$ cat src/rtl/multicycle_controller.sv
// Control FSM for the 8-bit multicycle accumulator datapath: sequences fetch/decode/memory/execute,
// drives every datapath enable, mux select and aluOp, and counts retired instructions.
module multicycle_controller #(
  parameter int unsigned CNT_W = 8
) (
  input  logic             clk,
  input  logic             rst_n,
  input  logic             start,
  input  logic             stop,
  input  logic [7:0]       inst,
  input  logic             zero,
  input  logic             mem_ready,
  output logic             mem_rd,
  output logic             mem_wr,
  output logic             addr_src,
  output logic             ir_we,
  output logic             mdr_we,
  output logic             pc_we,
  output logic             pc_src,
  output logic             alu_a_src,
  output logic             alu_b_src,
  output logic [1:0]       aluOp,
  output logic             acc_we,
  output logic             acc_src,
  output logic             busy,
  output logic [CNT_W-1:0] retired
);

  localparam logic [2:0] S_IDLE   = 3'd0;
  localparam logic [2:0] S_FETCH  = 3'd1;
  localparam logic [2:0] S_DECODE = 3'd2;
  localparam logic [2:0] S_MEM_RD = 3'd3;
  localparam logic [2:0] S_EXEC   = 3'd4;
  localparam logic [2:0] S_MEM_WR = 3'd5;

  localparam logic [2:0] OP_ADD   = 3'b000;
  localparam logic [2:0] OP_SUB   = 3'b001;
  localparam logic [2:0] OP_AND   = 3'b010;
  localparam logic [2:0] OP_NOT   = 3'b011;
  localparam logic [2:0] OP_LOAD  = 3'b100;
  localparam logic [2:0] OP_STORE = 3'b101;
  localparam logic [2:0] OP_JMP   = 3'b110;
  localparam logic [2:0] OP_JZ    = 3'b111;

  logic [2:0]       state_q, state_d;
  logic [CNT_W-1:0] retired_q, retired_d;
  logic [2:0]       opcode;
  logic             retire;
  logic             go_fetch;

  assign opcode = inst[7:5];

  always_comb begin
    state_d   = state_q;
    retire    = 1'b0;
    go_fetch  = 1'b0;
    mem_rd    = 1'b0;
    mem_wr    = 1'b0;
    addr_src  = 1'b0;
    ir_we     = 1'b0;
    mdr_we    = 1'b0;
    pc_we     = 1'b0;
    pc_src    = 1'b0;
    alu_a_src = 1'b0;
    alu_b_src = 1'b0;
    aluOp     = 2'b00;
    acc_we    = 1'b0;
    acc_src   = 1'b0;
    case (state_q)
      S_IDLE: begin
        if (start) state_d = S_FETCH;
      end
      S_FETCH: begin
        mem_rd = 1'b1;
        if (mem_ready) begin
          // IR load and PC+1 happen together in the ready cycle
          ir_we     = 1'b1;
          pc_we     = 1'b1;
          alu_a_src = 1'b1;
          alu_b_src = 1'b1;
          state_d   = S_DECODE;
        end
      end
      S_DECODE: begin
        case (opcode)
          OP_NOT:   state_d = S_EXEC;
          OP_STORE: state_d = S_MEM_WR;
          OP_JMP: begin
            pc_we    = 1'b1;
            pc_src   = 1'b1;
            retire   = 1'b1;
            go_fetch = 1'b1;
          end
          OP_JZ: begin
            pc_we    = zero;
            pc_src   = 1'b1;
            retire   = 1'b1;
            go_fetch = 1'b1;
          end
          default:  state_d = S_MEM_RD;
        endcase
      end
      S_MEM_RD: begin
        mem_rd   = 1'b1;
        addr_src = 1'b1;
        if (mem_ready) begin
          mdr_we  = 1'b1;
          state_d = S_EXEC;
        end
      end
      S_EXEC: begin
        acc_we   = 1'b1;
        retire   = 1'b1;
        go_fetch = 1'b1;
        case (opcode)
          OP_ADD:  aluOp = 2'b00;
          OP_SUB:  aluOp = 2'b01;
          OP_AND:  aluOp = 2'b10;
          OP_NOT:  aluOp = 2'b11;
          OP_LOAD: acc_src = 1'b1;
          default: ;
        endcase
      end
      S_MEM_WR: begin
        mem_wr   = 1'b1;
        addr_src = 1'b1;
        if (mem_ready) begin
          retire   = 1'b1;
          go_fetch = 1'b1;
        end
      end
      default: state_d = S_IDLE;
    endcase
    // stop only takes effect at an instruction boundary
    if (go_fetch) state_d = stop ? S_IDLE : S_FETCH;
    retired_d = retire ? retired_q + 1'b1 : retired_q;
  end

  always_ff @(posedge clk or negedge rst_n) begin
    if (!rst_n) begin
      state_q   <= S_IDLE;
      retired_q <= '0;
    end else begin
      state_q   <= state_d;
      retired_q <= retired_d;
    end
  end

  assign busy    = (state_q != S_IDLE);
  assign retired = retired_q;

endmodule

$ cat config.mk
export PLATFORM = sky130hd
export DESIGN_NAME = multicycle_controller
export DESIGN_NICKNAME = d
export VERILOG_FILES = /design/src/rtl/multicycle_controller.sv
export SDC_FILE = /design/constraint.sdc
export NUM_CORES = 1
export LEC_CHECK = 0
export CORE_MARGIN = 8
export CORE_UTILIZATION = 38
export DETAILED_ROUTE_END_ITERATION = 6
export PLACE_DENSITY = 0.78
export SETUP_SLACK_MARGIN = 0.05
export SYNTH_ARGS = -nofsm -noshare
export SYNTH_HDL_FRONTEND = slang
export SYNTH_SLANG_ARGS = --single-unit
$ cat constraint.sdc
create_clock -name clk -period 1.7 [get_ports clk]
set_input_delay 0.17 -clock clk [delete_from_list [all_inputs] [get_ports clk]]
set_output_delay 0.17 -clock clk [all_outputs]
set_load 0.02 [all_outputs]
==> results.ini <==
[routing]
drt_pass1_iterations=4
first_iter_violations=18
drcViolationCount=0
antenna_left=0
routed_wire_length_per_instance_um=13.80
vias=678
viasPerCell=4.809
wl_um=1946

[worst_setup_path]
rrSetupSlack_ns=0.05
cp.arrival_ns=1.79
crit_chain=or3b_4, buf_4, o22ai_4, nand4_1, xnor2_1
endpoint_kind=flop
cpPeakStageDelay_ns=0.40
critPathRequiredTime_ns=1.84
critPathSlowestCell=dfrtp_1
critical_path_class=flop to flop
critPathMaxFanout=8
critPathBufInv=1
start_kind=flop
path_delay_family=simple AND/OR/NAND/NOR gates

[timing]
max_freq_ghz=0.6065
fin_crit_ns=1.649
whs_ns=0.2294
skew_ns=0.002837
hold_violations=0
finalSetupViolCount=0
finalCritPeriodShare=0.9699
rsz0062_at_grt=true
worst_pin_slew_ns=0.4763
slew_headroom=0.6815
slew_viol_final=0

[clock_network]
path_clk_slew_ns=0.07
cts-root-buf=clkbuf_4
post_cts_buffers=0
cts_tree=built
tritoncts.num_buffers=3
cts_buffer_depth=2
insertion_delay_ns=0.26
htreeDepth=1
cts.sinks=11
cts_hold_buf=0

[finish]
drive_gt1_frac=0.3362
layout.nets=132
insertedDiodeCount=0
final_common_cell=buf_4
final-seq-area_um2=275.3
multiInputGateArea_um2=377.9
fin_cells=141
layout_common_cells=buf_4 (19), clkdlybuf4s50_1 (16), dfrtp_1 (11), xnor2_1 (7)
n_fill_cell=140
syn_to_final_growth_pct=62.02

[place]
dp_cells=137
place_congestion=0.8503
port_buffers=30
dp_hpwl_um=1600

[logic_synthesis]
synth.distinct_cells=30
synth_top_area_cell=dfrtp_1
yosysSeqAreaShare=0.4037
yosysTopAreaCellShare=0.4037
synth_area_um2=681.9
ys_async_sr_fraction=1.000
synth_cells=72
ys.warnings.count=0
ys_seq_elements=11
syn_nets=87
avgSynthCellArea_um2=9.471
synthTopCellsByArea=dfrtp_1 (40%), xnor2_1 (9.0%), nand4_1 (4.6%), nor2_1 (4.4%), and3_1 (3.7%)
synth_top_flop_cell=dfrtp_1
synth_edf_count=0

[global_routing]
grt_pass1_vias=655
grt_max_degree=12
antenna_found_initial=0
track_usage=0.1188
grt_pass1_wl_um=3139
grt.overflow.total=0

[floorplan]
core_um2=1708
io_pins=36
std_cell_rows=15
die_area_um2=3406
fp.dieW_um=58.36
fp.dieH_um=58.36
initial_utilization=0.3993

[worst_hold_path]
hold_path.class=input port to asynchronous set/reset pin

[power]
power_density_nw_per_um2=1512
ir_drop_mv=0.7730
cellLeakagePower_nw=0.5080

[flow_run]
drv_cap=0

[run_status]
outcome=completed

## layout make-up
cell class	instances	area share
flip-flops and latches	11	0.2492
repair buffers	46	0.3499
inverters	2	0.006795
clock buffers	4	0.02378
multi-input cells	53	0.3420
well taps	25	0.02831
## registers in the layout, summed over array words and instances (netlist names)
| name | cells |
|---|---|
| retired | 8 |
| state_q | 3 |
## Yosys cell counts (all sizes together), types with 2 or more instances
cell type	n
a21oi	2
and3	4
buf	5
dfrtp	11
inv	2
nand2	5
nand4	5
nor2	8
nor4b	2
o21ai	3
xnor2	7
xor2	2
## kinds of logic after synthesis
logic type	Yosys count	synth area share
XOR/XNOR	9	0.1156
AND/OR/NAND/NOR	32	0.2661
multiplexers	1	0.01651
adder cells (fa/ha/maj)	1	0.01835
flip-flops	11	0.4037
AO/OA/AOI/OAI	10	0.1101
buffers and inverters	8	0.06972
## power breakdown
part / leakage (nW) / internal [mW] / switching (mW)
clock network: 0.0150 / 0.0907 / 0.0804
logic: 0.351 / 0.501 / 0.550
registers: 0.143 / 0.350 / 0.0987
## metal layers
metal	wire [um]	part of all wire	track usage
met5	0	0	0
met4	0	0	0.03147
met3	26	0.013	0.02826
met2	1126	0.58	0.2173
met1	793	0.41	0.1327
## path summary, 6_finish.rpt
| kind | end | startpoint | cells past startpoint |
|---|---|---|---|
| setup / recovery | retired[3] | state_q[1] | 5 |
| hold / removal | retired[0] | rst_n | 1 |
| setup reg to reg | retired[3] | state_q[1] | 5 |
| hold reg to reg | retired[7] | retired[7] | 1 |
| max in group asynchronous | state_q[2] | rst_n | 1 |
| min in group clk | retired[7] | retired[7] | 1 |
## metrics by stage
stage	utilization	instance area, um2	setup TNS, ns	setup WS, ns	power, mW
6_report	0.6469	1105	0	0.05111	1.671
5_1_grt	0.6469	1105	-0.3095	-0.06514	1.788
4_1_cts	0.6571	1122	0	0.03588	1.701
3_5_place_dp	0.6476	1106	-0.7441	-0.1932	1.538
3_3_place_gp	0.6476	1106	-0.4878	-0.1362	1.516
2_1_floorplan	-	694.4	-0.1837	-0.09183	1.056
## worst reg2reg max path, cell delays in order, from the launching register on
cell,delay [ns]
dfrtp_1,0.40
or3b_4,0.40
buf_4,0.15
o22ai_4,0.24
nand4_1,0.17
xnor2_1,0.16
## timing repair
action,CTS,global route
gates cloned,0,0
gates resized for setup,52,10
pin swaps,2,1
setup endpoints to repair,17,21
hold endpoints to repair,0,0
Power figures use the tool's default switching activity.
